### src/rtl/ras_ctrl.sv
// ============================================================================
// Module      : ras_ctrl
// Description : Return-address-stack sequencer for the fetch stage. Decodes
//               one accepted instruction per cycle into RAS push/pop/checkpoint
//               commands, splits call+return into pop-then-push, bounds the
//               number of outstanding branch checkpoints and registers the
//               return-target prediction for the next-PC logic.
// Revision    : 1.0 - initial release
// ============================================================================
`default_nettype none

module ras_ctrl #(
  parameter int PC_BITS    = 32,
  parameter int CKPT_DEPTH = 4
) (
  input  logic               clk,
  input  logic               rst,
  input  logic               req_valid,
  output logic               req_ready,
  input  logic [PC_BITS-1:0] req_pc,
  input  logic               req_is_rvc,
  input  logic               req_is_call,
  input  logic               req_is_ret,
  input  logic               req_is_branch,
  input  logic               resolve_valid,
  input  logic               flush,
  input  logic [PC_BITS-1:0] ras_pc_out,
  input  logic               ras_empty,
  output logic               ras_push,
  output logic               ras_pop,
  output logic [PC_BITS-1:0] ras_new_entry,
  output logic               ras_is_branch,
  output logic               ras_branch_resolved,
  output logic               ras_must_flush,
  output logic               pred_valid,
  output logic               pred_hit,
  output logic [PC_BITS-1:0] pred_target
);

  localparam int             CW          = $clog2(CKPT_DEPTH + 1);
  localparam logic [CW-1:0]  C_CKPT_FULL = CW'(CKPT_DEPTH);
  localparam logic [CW-1:0]  C_CKPT_ONE  = CW'(1);

  typedef enum logic [0:0] {
    S_IDLE = 1'b0,
    S_PUSH = 1'b1
  } state_t;

  state_t             r_state;
  state_t             w_state_nxt;
  logic [CW-1:0]      r_ckpt_cnt;
  logic [CW-1:0]      w_ckpt_nxt;
  logic [PC_BITS-1:0] r_ret_addr;
  logic [PC_BITS-1:0] w_ret_addr;
  logic               w_accept;
  logic               w_ckpt_full;

  // Link address of the current instruction; wraps naturally at 2^PC_BITS.
  assign w_ret_addr  = req_pc + (req_is_rvc ? PC_BITS'(2) : PC_BITS'(4));
  assign w_ckpt_full = (r_ckpt_cnt == C_CKPT_FULL);
  assign w_accept    = req_valid & req_ready;

  // Handshake and same-cycle RAS command decode; flush overrides everything.
  always_comb begin
    req_ready           = ~rst & (r_state == S_IDLE) & ~flush
                          & ~(req_is_branch & w_ckpt_full);
    ras_push            = 1'b0;
    ras_pop             = 1'b0;
    ras_new_entry       = '0;
    ras_is_branch       = 1'b0;
    ras_branch_resolved = 1'b0;
    ras_must_flush      = 1'b0;
    if (!rst) begin
      if (flush) begin
        ras_must_flush = 1'b1;
      end else begin
        ras_branch_resolved = resolve_valid & (r_ckpt_cnt != '0);
        if (r_state == S_PUSH) begin
          // Second half of call+return: the pop already issued last cycle.
          ras_push      = 1'b1;
          ras_new_entry = r_ret_addr;
        end else if (w_accept) begin
          if (req_is_call && !req_is_ret) begin
            ras_push      = 1'b1;
            ras_new_entry = w_ret_addr;
          end
          // Popping an empty RAS is never issued; the miss shows in pred_hit.
          if (req_is_ret) begin
            ras_pop = ~ras_empty;
          end
          ras_is_branch = req_is_branch;
        end
      end
    end
  end

  // Next state and checkpoint occupancy; accept already excludes flush.
  always_comb begin
    w_state_nxt = r_state;
    w_ckpt_nxt  = r_ckpt_cnt;
    if (flush) begin
      w_state_nxt = S_IDLE;
      w_ckpt_nxt  = '0;
    end else begin
      if (r_state == S_PUSH) begin
        w_state_nxt = S_IDLE;
      end else if (w_accept && req_is_call && req_is_ret) begin
        w_state_nxt = S_PUSH;
      end
      case ({w_accept & req_is_branch, ras_branch_resolved})
        2'b10:   w_ckpt_nxt = r_ckpt_cnt + C_CKPT_ONE;
        2'b01:   w_ckpt_nxt = r_ckpt_cnt - C_CKPT_ONE;
        default: w_ckpt_nxt = r_ckpt_cnt;
      endcase
    end
  end

  // FSM state and checkpoint counter registers.
  always_ff @(posedge clk) begin
    if (rst) begin
      r_state    <= S_IDLE;
      r_ckpt_cnt <= '0;
    end else begin
      r_state    <= w_state_nxt;
      r_ckpt_cnt <= w_ckpt_nxt;
    end
  end

  // Pending push address and registered return-target prediction.
  always_ff @(posedge clk) begin
    if (rst) begin
      r_ret_addr  <= '0;
      pred_valid  <= 1'b0;
      pred_hit    <= 1'b0;
      pred_target <= '0;
    end else begin
      if (w_accept && req_is_call && req_is_ret) begin
        r_ret_addr <= w_ret_addr;
      end
      pred_valid <= w_accept & req_is_ret;
      if (w_accept && req_is_ret) begin
        pred_hit    <= ~ras_empty;
        pred_target <= ras_empty ? '0 : ras_pc_out;
      end
    end
  end

endmodule

`default_nettype wire
### config.mk
export PLATFORM = sky130hd
export DESIGN_NAME = ras_ctrl
export DESIGN_NICKNAME = d
export VERILOG_FILES = /design/src/rtl/ras_ctrl.sv
export SDC_FILE = /design/constraint.sdc
export NUM_CORES = 1
export LEC_CHECK = 0
export CAP_MARGIN = 20
export CORE_ASPECT_RATIO = 1.4
export CORE_MARGIN = 10
export CORE_UTILIZATION = 25
export CTS_CLUSTER_SIZE = 16
export DETAILED_ROUTE_END_ITERATION = 10
export PLACE_DENSITY_LB_ADDON = 0.08
export SLEW_MARGIN = 20
export SYNTH_ARGS = -nofsm -noshare
export SYNTH_HDL_FRONTEND = slang
export SYNTH_SLANG_ARGS = --single-unit
### constraint.sdc
create_clock -name clk -period 3.4 [get_ports clk]
set_input_delay 0.68 -clock clk [delete_from_list [all_inputs] [get_ports clk]]
set_output_delay 0.68 -clock clk [all_outputs]
set_load 0.1 [all_outputs]
==> run summary <==
Summing the areas of all xor and xnor instances in the mapped netlist gives 7.34% of the synthesized area. The core region is 0.0145 mm². The synthesized netlist devotes 16.6% of its cell area to compound gates. The run gives 0.790 as the routability congestion estimate. The share of layout cells above drive strength 1 came out at 27.1%. The critical path is of the primary input to output port type.

For this configuration, the core starts out at a cell density of 25.5%. For the worst setup path, the data required time is 2720 ps. Top flip-flop cell by instance count after synthesis: sky130_fd_sc_hd__dfxtp_1.

The run gives 0 as the number of endpoints failing setup at the final stage. The number of clock buffers added by TritonCTS is 9. Dividing the detail-routed wire length by the instance count gives 16.4 µm.

From synthesis to final layout, the design area changed by 69.5%. The finished layout holds 816 standard cells, fillers aside. The tools report the max-slew violation count as 0. Summing the areas of all and, or, nand and nor instances in the mapped netlist gives 30.7% of the synthesized area. The first TritonRoute pass finished after 6 iterations. Counting tap cells, the placed design contains a total of 799 instances. TritonCTS built the clock tree. Of the total synthesized cell area, the portion taken by full adders, half adders and majority gates is 2.10%. The analysis attributes to cell leakage a power of 0.00230 µW. The placed wire-length estimate after detailed placement was 10.1 mm; the global-route wire length before repair was 21.3 mm.

For the worst slack after detailed placement, the log shows -370 ps. Synthesis produced a netlist with a net count of 544. Of the total power, registers draw 39.0%.

The netlist uses 43 different library cells. The worst path in the final design needs a cycle of 3310 ps, including I/O delays and setup. In the routed layout, each cell is associated on average with a via count of 4.65. Setup repair after global routing left no endpoint under its margin.

The final hold violation count was 0. IR analysis of the VDD net gives a maximum drop of 0.000194 V. Of all flip-flops after synthesis, the portion carrying an async set or reset was 0%.

Clock skew on the completed layout was measured at 6.12 ps. Summed over all nets, the switching power comes to 584 µW. The total power of the final layout came out at 2150 µW. For the share of power burned in the clock network, the log shows 44.2%. The run gives 150 as the DRC marker count from the first detailed-route iteration. Across every metal layer, demand over resource in global routing totals 13.2%. After synthesis, the largest family of logic cells by area is simple AND/OR/NAND/NOR gates. The number of global-route vias before repair is 4,058, and the areal power density over the cells is 343 mW/mm². The timing-limited maximum frequency was 0.302 GHz.

After global routing the overflow that remains totals 0. The synthesized netlist cell count is 465. The average cell area after synthesis is 7.96 µm². The worst-case setup margin in the final layout is 91.3 ps, and the count of port buffers added during placement is 145. The tools report the pin count of the biggest net entering global routing as 67.

STA classifies the critical path endpoint as an output port. The switching fraction of total power works out to 27.1%. Startpoint class of the critical path: a primary input. The aggregate routed wire length was 13.4 mm; the internal power component was 1570 µW. The detailed router placed 3,798 vias in this run. Clock-pin slew was measured on the worst setup and hold paths at 60 ps.

The floorplan has 52 rows. The share of the yosys chip area belonging to registers is 37.9%, and the die extent in y is 164 µm. The tools report the number of inserted diodes as 0.

The initial antenna violation count was 0. The run gives 0 as the number of antenna-violating nets in the routed design. The net count of the finished layout is 701. In this run the horizontal extent of the chip is 123 µm. Counting flops and latches in the post-synthesis netlist gives 70.

The mapped netlist covers 0.00370 mm². Measured against the total synthesized area, the mux share comes to 0%. The largest fanout on the critical path works out to 8. The number of synthesis warnings was 0; the transition time of the tightest slew-check pin was 973 ps.

Clock root buffer: sky130_fd_sc_hd__clkbuf_16. Dividing the final minimum period by the clock period gives 97.3%. 146 I/O pins were placed. The die covers 0.0201 mm². The max-capacitance violation count was 0. The clock reaches the later pin of the worst-skew pair after 330 ps. The tools report the worst slew slack as a fraction of its limit as 34.9%. For the final routed database, the setup TNS stands at 0 ps. The tools report the deepest level of the CTS H-tree as 3. The data arrival time of the critical path came out at 2630 ps.

The number of flops mapped to enable cells by yosys is 0. The tools report the number of remaining DRC errors as 0. For the clock sink total, the log shows 70. The share of total power dissipated in combinational logic is 16.8%. The min-delay analysis places its worst path in the category flip-flop to flip-flop. No sink is reached through more buffers than the 2 on the longest clock path. The flow ran to the end, and the final reports show no timing, DRC or antenna violations.
cells by family (layout without fill, tap and decap cells):
kind of cell / count (synthesis) / after routing
XOR/XNOR: 31 / 31
AND/OR/NAND/NOR: 219 / 219
adder cells (fa/ha/maj): 5 / 5
flip-flops: 70 / 70
buffers and inverters: 45 / 207
AO/OA/AOI/OAI: 95 / 95
cell usage in the layout (no fill, tap or decap), drive strengths merged, types with 3 or more instances in the layout:
cell type,n
and3,9
nor3,10
o21ai,18
and4,6
nor2,87
a211oi,19
buf,108
inv,10
ha,3
nand3,11
dfxtp,70
nor3b,32
and2,5
clkdlybuf4s50,73
a22oi,9
nand2,38
xnor2,6
nand4,8
a32o,4
xor2,25
a21oi,42
clkbuf,10
cell usage after synthesis (all sizes together) (2+ instances only):
cell     count  area [µm²]
nor2b        2        12.5
a21oi       42         210
a32o         4        40.0
buf         17        93.8
and2         5        31.3
and3         9        56.3
dfxtp       70        1400
clkbuf      19        71.3
o21ai       18        90.1
and4         6        52.6
nand3       11        65.1
nor2        87         329
xnor2        6        52.6
nor3        10        61.3
a2bb2oi      2        17.5
ha           3        37.5
nand4        8        50.1
nor3b       32         240
nand4b       2        17.5
nand2       38         143
xor2        25         219
inv          9        33.8
a22oi        9        67.6
fa           2        40.0
a211oi      19         178
area by class of cell:
type	instances	area [µm²]
fillers	1453	8240
multi-input cells	350	2250
well taps	189	236
inverters	9	33.8
repair buffers	182	2050
clock buffers	10	229
clock inverters	6	71.3
flip-flops and latches	70	1400
through the flow:
stage	util (%)	hold WS [ps]	instance area, µm²
final	43.2	458	6270
after global routing	43.2	483	6270
after CTS	43.2	459	6270
after detailed placement	40.9	449	5940
after global placement	40.9	442	5940
after floorplan	-	437	3830
power by group through the flow:
stage / Combinational (µW) / Clock, µW / Sequential [µW]
6_report: 361 / 951 / 840
2_1_floorplan: 146 / 0 / 894
4_1_cts: 364 / 993 / 840
3_5_place_dp: 361 / 0 / 858
5_1_grt: 385 / 1020 / 841
3_3_place_gp: 359 / 0 / 858
critical path, cell delays in order:
cell and delay [ps]:
sky130_fd_sc_hd__clkdlybuf4s50_1 520, sky130_fd_sc_hd__and4_1 220, sky130_fd_sc_hd__and4_1 390, sky130_fd_sc_hd__nand4_1 200
sky130_fd_sc_hd__xor2_2 240, sky130_fd_sc_hd__o21ai_4 180, sky130_fd_sc_hd__buf_12 190
path summary, 6_finish.rpt:
| path | slack, ps | start | endpoint | depth (start not counted) |
|---|---|---|---|---|
| max | 90 | req_pc[18] | ras_new_entry[27] | 7 |
| min | 460 | r_ret_addr[6]$_SDFFE_PP0P_ | r_ret_addr[6]$_SDFFE_PP0P_ | 2 |
| max reg2reg | 1010 | r_ckpt_cnt[0]$_SDFFE_PP0P_ | r_ckpt_cnt[2]$_SDFFE_PP0P_ | 11 |
| min reg2reg | 460 | r_ret_addr[6]$_SDFFE_PP0P_ | r_ret_addr[6]$_SDFFE_PP0P_ | 2 |
metal layers:
metal	track usage (%)	vias to the layer above	routed length, µm
met2	22.9	111	6770
met4	4.62	0	216
met5	0	-	0
li1	-	1922	-
met1	13.7	1754	5060
met3	6.12	11	1320
flip-flops by register name (all words and copies together) (netlist names):
register / flops
pred_valid: 1
r_state: 1
r_ret_addr: 32
pred_target: 32
pred_hit: 1
r_ckpt_cnt: 3
repair_timing:
item / CTS / global route
pin swaps: 4 / 2
hold buffers: 0 / 0
setup buffers: 1 / 0
endpoints found under the setup margin: 27 / 18
resized for setup: 13 / 5
No activity file was read; power rests on OpenSTA's default activity.
